<file path="config.mk">
export PLATFORM = sky130hd
export DESIGN_NAME = bcd_digit_source
export DESIGN_NICKNAME = d
export VERILOG_FILES = /design/src/rtl/bcd_digit_source.sv
export SDC_FILE = /design/constraint.sdc
export NUM_CORES = 1
export LEC_CHECK = 0
export CORE_UTILIZATION = 48
export CTS_CLUSTER_DIAMETER = 120
export DETAILED_ROUTE_END_ITERATION = 8
export PLACE_DENSITY_LB_ADDON = 0.05
export REMOVE_ABC_BUFFERS = 1
export SLEW_MARGIN = 20
export SYNTH_ARGS = -nofsm -noshare
export SYNTH_HDL_FRONTEND = slang
export SYNTH_SLANG_ARGS = --single-unit
</file>
<file path="constraint.sdc">
create_clock -name clk -period 4.6 [get_ports clk]
set_clock_uncertainty 0.15 [all_clocks]
set_input_delay 0.69 -clock clk [delete_from_list [all_inputs] [get_ports clk]]
set_output_delay 0.69 -clock clk [all_outputs]
set_load 0.05 [all_outputs]
</file>
<file path="src/rtl/bcd_digit_source.sv">
// BCD digit source: streams 0..9 (or 9..0) over a valid/ready handshake,
// counts completed sequences and stops after NUM_PASSES of them.
module bcd_digit_source #(
    parameter logic [3:0] TARGET     = 4'd9,
    parameter logic [7:0] NUM_PASSES = 8'd1
) (
    input  logic       clk,
    input  logic       rst,
    input  logic       start,
    input  logic       stop,
    input  logic       dir,
    input  logic       load,
    input  logic [3:0] load_value,
    input  logic       out_ready,
    output logic [3:0] out_number,
    output logic       out_valid,
    output logic       target_hit,
    output logic       wrap,
    output logic [7:0] pass_count,
    output logic       busy,
    output logic       done,
    output logic       load_err
);

    typedef enum logic [1:0] {
        IDLE = 2'd0,
        RUN  = 2'd1,
        DONE = 2'd2
    } state_t;

    state_t     r_state;
    logic [3:0] r_digit;
    logic       r_dir;
    logic       r_wrap;
    logic       r_loadErr;
    logic [7:0] r_passCount;

    logic [3:0] w_nextDigit;
    logic       w_isWrapDigit;
    logic [7:0] w_nextPass;
    logic       w_loadOk;

    // Next digit in the latched direction, wrap detection and saturating pass increment.
    always_comb begin
        w_nextDigit   = r_digit;
        w_isWrapDigit = 1'b0;
        w_nextPass    = r_passCount;
        w_loadOk      = (load_value <= 4'd9);
        if (r_dir) begin
            w_isWrapDigit = (r_digit == 4'd0);
            w_nextDigit   = (r_digit == 4'd0) ? 4'd9 : (r_digit - 4'd1);
        end else begin
            w_isWrapDigit = (r_digit == 4'd9);
            w_nextDigit   = (r_digit >= 4'd9) ? 4'd0 : (r_digit + 4'd1);
        end
        if (r_passCount != 8'd255) begin
            w_nextPass = r_passCount + 8'd1;
        end
    end

    // Control FSM with all state and outputs registered; stop beats load beats advance.
    always_ff @(posedge clk) begin
        if (rst) begin
            r_state     <= IDLE;
            r_digit     <= 4'd0;
            r_dir       <= 1'b0;
            r_wrap      <= 1'b0;
            r_loadErr   <= 1'b0;
            r_passCount <= 8'd0;
        end else begin
            r_wrap <= 1'b0;
            case (r_state)
                IDLE, DONE: begin
                    if (start) begin
                        r_state     <= RUN;
                        r_dir       <= dir;
                        r_passCount <= 8'd0;
                        r_loadErr   <= 1'b0;
                        r_digit     <= dir ? 4'd9 : 4'd0;
                    end else if (load && (r_state == IDLE)) begin
                        if (w_loadOk) begin
                            r_digit <= load_value;
                        end else begin
                            r_loadErr <= 1'b1;
                        end
                    end
                end
                RUN: begin
                    if (stop) begin
                        r_state <= IDLE;
                    end else if (load) begin
                        if (w_loadOk) begin
                            r_digit <= load_value;
                        end else begin
                            r_loadErr <= 1'b1;
                        end
                    end else if (out_ready) begin
                        r_digit <= w_nextDigit;
                        if (w_isWrapDigit) begin
                            r_wrap      <= 1'b1;
                            r_passCount <= w_nextPass;
                            if (w_nextPass == NUM_PASSES) begin
                                r_state <= DONE;
                            end
                        end
                    end
                end
                default: begin
                    r_state <= IDLE;
                end
            endcase
        end
    end

    assign out_number = r_digit;
    assign out_valid  = (r_state == RUN);
    assign busy       = (r_state == RUN);
    assign done       = (r_state == DONE);
    assign wrap       = r_wrap;
    assign pass_count = r_passCount;
    assign load_err   = r_loadErr;
    assign target_hit = out_valid && (r_digit == TARGET);

endmodule

</file>
==> flow_summary.yaml <==
placed_design:
  dp_hpwl_mm: 2.32
  io_buffers: 28
  dp.cells: 210
  place_area_um2: 1530
  globalplace.congestion: 0.887
floorplan:
  row_count: 18
  die_w_um: 53.0
  initial_utilization_pct: 50.5
  ios: 29
  die_height_um: 53.0
  fp.coreArea_um2: 2480
  dieArea_um2: 2810
finish:
  multi_input_area_um2: 841
  diodes: 0
  regArea_um2: 340
  instances_no_fill: 214
  nNetsFinal: 200
  areaGrowthSynthToFinish_pct: 24.5
  drive_above_1_share_pct: 5.43
  fill_cells: 236
  mostFrequentLayoutCell: "clkdlybuf4s50_1"
  design_area_um2: 1560
  mostFrequentLayoutCells: "clkdlybuf4s50_1, nor2_1, dfxtp_1"
global_routing:
  grt_pass1_vias: 1137
  antenna_found_initial: 0
  grt_usage_pct: 25.8
  grt-ovfl-total: 0
  grt_pass1_wl_mm: 5.29
  grt_max_degree: 14
sta:
  worst_pin_slew_ps: 1040
  slew_violations: 0
  finalCritPeriodShare_pct: 66.7
  hold_viol_final: 0
  rsz0062_at_grt: "false"
  fmax_mhz: 326
  final.setup.tns_ps: 0
  finalSetupViolCount: 0
  hold_ws_ps: 341
  slew_headroom_pct: 30.2
  period_needed_ps: 3070
yosys:
  synth.ff_latch_count: 17
  synth-compound-area-share_pct: 24.9
  synthAdderAreaFrac_pct: 4.00
  syn_inst: 161
  ys_types: 46
  yosysWarnings: 0
  synth_top_family_by_area: "simple AND/OR/NAND/NOR gates"
  synthSimpleGateAreaFrac_pct: 28.3
  syn_area_um2: 1250
  muxShareOfSynthArea_pct: 6.51
  synth_xor_area_share_pct: 3.50
  avgSynthCellArea_um2: 7.76
  ys_seq_area_share_pct: 27.2
power_and_ir_drop:
  peakVddDrop_mv: 0.179
  comb_power_share_pct: 27.8
  p_seq_share_pct: 47.1
  p_int_w: 0.000223
  switching_share_pct: 35.3
  power-per-cell-area_nw_per_um2: 222
  p_leak_nw: 0.574
  clkPwrFrac_pct: 25.1
  switchingPower_w: 0.000122
worst_setup_path:
  crit_arrival_ps: 2230
  path_max_fanout: 7
  cp-start-kind: "register"
  critPathKind: "register to output pin"
  cp_data_required_time_ps: 3760
  cp-end-kind: "output pin"
drt:
  routed_wl_mm: 3.20
  wl_per_cell_um: 14.9
  remaining_drc_errors: 0
  first_pass_iters: 4
  vias_per_cell: 6.02
  num_vias: 1289
  drtIter0Drc: 51
  drtAntennaViolNets: 0
run:
  maxCapViolations: 0
clock_network:
  cts.clk_slew.worst_paths_ps: 120
  cts_made_buffers: 3
  cts_resized: 0
  cts_tree: "built"
  cts_hold_buf: 0
  root_buffer: "clkbuf_4"
  cts_setup_buffers: 0
  h-tree-depth: 1
  clk_latency_ps: 300
  cts_sinks: 17
  clk_path_buf_depth: 2
outcome:
  outcome: "finished clean"
min_path:
  min_path_type: "register to register"
cell type report:
type / instances / share of cell area (%)
multi-input cells: 127 / 54.0
flip-flops and latches: 17 / 21.9
repair buffers: 28 / 18.0
well taps: 30 / 2.41
inverters: 8 / 1.93
clock buffers: 3 / 1.45
clock inverters: 1 / 0.322
final timing paths:
check	start	to	slack, ps	cells past startpoint
setup / recovery	r_state[0]	target_hit	1530	4
hold reg to reg	load_err	load_err	340	2
setup reg to reg	out_number[0]	pass_count[1]	2230	7
hold / removal	load_err	load_err	340	2
metal layers:
metal,global-route usage (%),up-vias,wire (um)
li1,-,630,-
met1,35.7,607,1550
met2,39.7,48,1440
met3,3.16,4,178
met4,11.0,0,35
met5,0,-,0
through the flow:
step                utilization (%)  setup WS [ps]  total power [W]
CTS                            62.8           1550         0.000348
finish                         62.8           1530         0.000345
detailed placement             61.7           1440         0.000261
global route                   62.8           1410         0.000363
floorplan                         -           1860         0.000225
global placement               61.7           1510         0.000260
Yosys cell counts, drive strengths merged:
cell	count	share of area, %
or2	1	0.50
buf	1	0.60
a2111oi	2	2.9
a32oi	1	0.70
a211o	2	1.4
and4	1	0.70
clkbuf	8	2.5
a41o	1	0.80
or3b	2	1.4
or4	1	0.60
and3	2	1.0
a211oi	2	1.2
nand4	5	2.5
o31ai	1	0.60
o221a	1	0.90
inv	8	2.4
o21bai	1	0.60
a21boi	1	0.60
a21oi	12	4.8
ha	4	4.0
o32ai	3	2.1
and2b	1	0.60
nand2	11	3.3
nand3b	3	1.8
a31oi	3	1.5
a21o	1	0.60
mux2i	7	5.6
o2bb2ai	1	0.70
nor2b	3	1.5
and2	2	1.2
o21ai	6	2.4
a311oi	2	1.4
nand3	8	3.2
nand2b	8	4.0
dfxtp	17	27
a22oi	1	0.60
o22ai	1	0.50
xnor2	5	3.5
nor2	18	5.4
o21a	1	0.60
or2b	1	0.60
mux2	1	0.90
kinds of logic after synthesis:
logic type | after synthesis
flops | 17
buf+inv | 17
fa+ha+maj | 4
simple gates | 67
xor+xnor | 5
mux | 8
compound gates | 43
power by group through the flow:
stage               clock network [W]  registers, W  logic (W)
finish                      0.0000867      0.000163  0.0000959
global route                0.0000950      0.000164   0.000104
CTS                         0.0000896      0.000163  0.0000954
detailed placement                  0      0.000166  0.0000951
global placement                    0      0.000166  0.0000946
floorplan                           0      0.000175  0.0000502
critical path, stage by stage (launching register included):
cell,delay [ps]
dfxtp_1,440
or2b_1,310
inv_1,200
and3_1,180
clkdlybuf4s50_1,790
registers in the layout (all words and copies together), names as in the netlist:
signal	cells
load_err	1
out_number	4
pass_count	8
r_dir	1
r_state	2
wrap	1
Power figures use the tool's default switching activity.
==> edit 1, RTL diff (config.mk and constraints unchanged) <==
The parameter `TARGET` goes from 4'd9 to 4'd6.
--- a/src/rtl/bcd_digit_source.sv
+++ b/src/rtl/bcd_digit_source.sv
@@ -1,7 +1,7 @@
 // BCD digit source: streams 0..9 (or 9..0) over a valid/ready handshake,
 // counts completed sequences and stops after NUM_PASSES of them.
 module bcd_digit_source #(
-    parameter logic [3:0] TARGET     = 4'd9,
+    parameter logic [3:0] TARGET     = 4'd6,
     parameter logic [7:0] NUM_PASSES = 8'd1
 ) (
     input  logic       clk,
Check against the original RTL: not equivalent (Yosys sat finds a counterexample within 4 cycles, from zero or initial values and one cycle with rst high).
==> edit 1 against the unedited design <==
Synthesized area grew 2.5%; total power grew 1.5%; setup slack gained 0.027 ns; final area grew 0.72%; first-iteration DRC count shrank 16%; wire length grew 3.3%; count of clock-buffer cells in the layout is the same; sequential cell count is the same.
==> edit 1: results <==
[run_status]
status = "complete, no violations"

[logic_synthesis]
syn_area_per_cell_um2 = 7.81
synth_area_leaders = "dfxtp_1 (27%), ha_1 (4.9%), a21oi_1 (4.7%)"
synth_compound_area_frac = 0.289
yosys.cell_types.count = 49
synth-adder-area-share = 0.0488
synth_xor_area_frac = 0.0137
yosys-top-cells-count = "dfxtp_1 (17), nand2_1 (16), a21oi_1 (12)"
seq_area_frac_synth = 0.266
synthMuxAreaShare = 0.0313

[setup_path]
critPathMaxFanout = 8
r2r_cells = 6
crit_end = "target_hit"
slowest_delay_ns = 0.85
timing.rr.end = "r_state[0]$_SDFFE_PP0P_"
arrival_ns = 2.20
reg2reg_setup_slack_ns = 2.01

[power_and_ir_drop]
p_leak_nw = 0.536
p_sw_frac = 0.357
p_total_mw = 0.351
ir_worst_vdd_uv = 159

[place]
placed_area_um2 = 1540
place_ws_ns = 1.55
hpwl_mm = 2.42
place_congestion = 0.850
dp_cells = 209
io_buffers = 28

[global_route]
grt_start_max_net_pins = 15
met1_usage = 0.386
met2_usage = 0.337
use_met3 = 0.0367
grt_pass1_vias = 1152
grt_pass1_wl_mm = 5.29

[sta]
slew_headroom = 0.389
post-route-period-util = 0.661

[final_layout]
instances_no_fill = 213
fill_cells = 235
drive_gt1_frac = 0.0546

[clocking]
clkLatencyLatePin_ns = 0.30
clockBufferDepth = 2

[drt]
routedWlPerCell_um = 15.5
drt_iter0_drc = 43
num_vias = 1346
## edit 1: critical path, delay by kind of cell, from the launching register on
kind / cells / cell delay, ns
simple gates: 2 / 0.57
buf+inv: 1 / 0.85
flops: 1 / 0.47
## edit 1: power groups by stage
| stage | registers (mW) | logic [mW] | clock network (mW) |
|---|---|---|---|
| 2_1_floorplan | 0.175 | 0.0527 | 0 |
| 3_3_place_gp | 0.166 | 0.0960 | 0 |
| 3_5_place_dp | 0.166 | 0.0974 | 0 |
| 4_1_cts | 0.163 | 0.0978 | 0.0895 |
| 5_1_grt | 0.164 | 0.107 | 0.0971 |
| 6_report | 0.163 | 0.0984 | 0.0890 |
## edit 1: layout make-up
class                           count  share of cell area
Tap cell                           30              0.0239
Clock inverter                      1             0.00479
Multi-Input combinational cell    126               0.542
Inverter                            8              0.0192
Sequential cell                    17               0.217
Clock buffer                        3              0.0144
Timing Repair Buffer               28               0.179
## edit 1: cells by family after synthesis
| logic type | after synthesis |
|---|---|
| AND/OR/NAND/NOR | 65 |
| AO/OA/AOI/OAI | 50 |
| buffers and inverters | 21 |
| flip-flops | 17 |
| adder cells (fa/ha/maj) | 5 |
| multiplexers | 4 |
| XOR/XNOR | 2 |
## edit 1: per-layer routing
layer,wire length [um],vias to the layer above
li1,-,649
met1,1610,634
met2,1460,57
met3,184,6
met4,57,0
met5,0,-
## edit 1: how the worst min path moves through the flow
| stage | from | endpoint | slack [ns] | cells after the start |
|---|---|---|---|---|
| after global placement | load_err$_SDFFE_PP0P_ | load_err$_SDFFE_PP0P_ | 0.33 | 2 |
| after CTS | load_err$_SDFFE_PP0P_ | load_err$_SDFFE_PP0P_ | 0.37 | 2 |
| after detailed placement | load_err$_SDFFE_PP0P_ | load_err$_SDFFE_PP0P_ | 0.34 | 2 |
| after floorplan | r_state[0]$_SDFFE_PP0P_ | load_err$_SDFFE_PP0P_ | 0.42 | 3 |
| final | load_err$_SDFFE_PP0P_ | load_err$_SDFFE_PP0P_ | 0.37 | 2 |
| after global routing | load_err$_SDFFE_PP0P_ | load_err$_SDFFE_PP0P_ | 0.41 | 2 |
==> edit 2, RTL diff (same flow settings) <==
Without the edit above. Make the reset (`rst`) asynchronous in one clocked block.
--- a/src/rtl/bcd_digit_source.sv
+++ b/src/rtl/bcd_digit_source.sv
@@ -59,7 +59,7 @@
     end
 
     // Control FSM with all state and outputs registered; stop beats load beats advance.
-    always_ff @(posedge clk) begin
+    always_ff @(posedge clk or posedge rst) begin
         if (rst) begin
             r_state     <= IDLE;
             r_digit     <= 4'd0;
Behaviour: differs if rst is asserted again (counterexample within 4 cycles, from zero or initial values and one cycle with rst high); with rst held inactive, the same outputs for 10 cycles.
==> edit 2 against the unedited design <==
Register-to-register slack got worse by 0.11 ns; count of clock-buffer cells in the layout did not move; via count rose by 5.7%; synthesized area rose by 9.1%; setup slack got worse by 0.024 ns; core utilization rose by 1.3 points; final area rose by 6.8%; wire length rose by 5.0%; cell count rose by 2.3%; sequential cell count did not move; synthesized cell count rose by 3.1%.
Power is not compared: it rests on default switching activity, and its combinational part moved more than twofold at a synthesized area within 25%.
==> edit 2: results <==
[run_status]
status = "complete, no violations"

[drt]
drt_iter0_drc = 65
viasPerCell = 6.22
routed_wl_mm = 3.36

[global_route]
grt_pass1_vias = 1199
antenna_found_initial = 0
grt-ovfl-total = 0
grtUsageTotal = 0.237
grt_pass1_wl_mm = 5.78
grt_start_max_net_pins = 18

[place]
placed_area_um2 = 1630
place_ws_ns = 1.72
hpwl_mm = 2.56
place_congestion = 0.871
io_buffers = 28

[setup_path]
critPathMaxFanout = 6
r2r_cells = 6
rr_startpoint = "pass_count[0]$_DFFE_PP0P_"
crit_end = "target_hit"
arrival_ns = 2.25
reg2reg_setup_slack_ns = 2.12
timing.rr.end = "r_state[0]$_DFFE_PP0P_"
startpoint = "out_number[1]$_DFFE_PP0P_"

[clocking]
clkLatencyLatePin_ns = 0.29
clk_transition_reported_paths_ns = 0.10

[final_layout]
largest_reg_flops = 8
fill_cells = 211
post-route-util = 0.642
regArea_um2 = 425
seq_cells = 17
multi_input_cells = 132
multi_input_area_um2 = 861
drive_gt1_frac = 0.0741
instances_no_fill = 219
signal_buffers = 28
final_nets = 206
clockNetworkAreaShare = 0.0166
bufAreaShareNonClock = 0.169

[sta]
fin_worst_hold_slack_ns = 0.372
slew_violations = 0
fin_ws_ns = 1.51
slew_headroom = 0.565

[logic_synthesis]
yosys_warnings = 0
synth-async-reset-ratio = 1.00
syn_area_per_cell_um2 = 8.22
seq_area_frac_synth = 0.312
synth_area_leaders = "dfrtp_1 (31%), a21oi_1 (5.1%), o21ai_0 (5.1%)"
synthFlopType = "dfrtp_1"
yosys.cell_types.count = 52
yosys-top-cells-count = "dfrtp_1 (17), nor2_1 (17), a21oi_1 (14), o21ai_0 (14), nand2_1 (12)"

[worst_hold_path]
hp-start = "load_err$_DFFE_PP0P_"
whs_endpoint = "load_err$_DFFE_PP0P_"
min_path_cells = 2
hp-class = "flip-flop to flip-flop"

[power_and_ir_drop]
p_per_area_nw_per_um2 = 353
p_leak_nw = 0.646
power.clock.fraction = 0.135

[floorplan]
std_cell_rows = 18
## edit 2: changes by cell type after synthesis, sizes merged, moves of 5 or more
cell / delta
dfxtp: -17
o21ai: +8
buf: +5
xnor2: -5
dfrtp: +17
mux2i: -6
clkbuf: -5
## edit 2: cell families after synthesis
kind of cell | synth area share
fa+ha+maj | 0.0459
compound gates | 0.300
xor+xnor | 0.00642
buf+inv | 0.0605
simple gates | 0.260
mux | 0.0156
flops | 0.312
## edit 2: per-layer routing
layer | wire length (um) | track usage | vias to the layer above
li1 | - | - | 669
met1 | 1600 | 0.358 | 646
met2 | 1540 | 0.358 | 45
met3 | 210 | 0.0492 | 2
met4 | 14 | 0.0321 | 0
met5 | 0 | 0 | -
## edit 2: critical path, stage by stage (launching register included)
cell and delay (ns):
dfrtp_1 0.44, inv_1 0.18, ha_1 0.24, nand2_1 0.07, nor3_1 0.20, clkdlybuf4s50_1 0.84
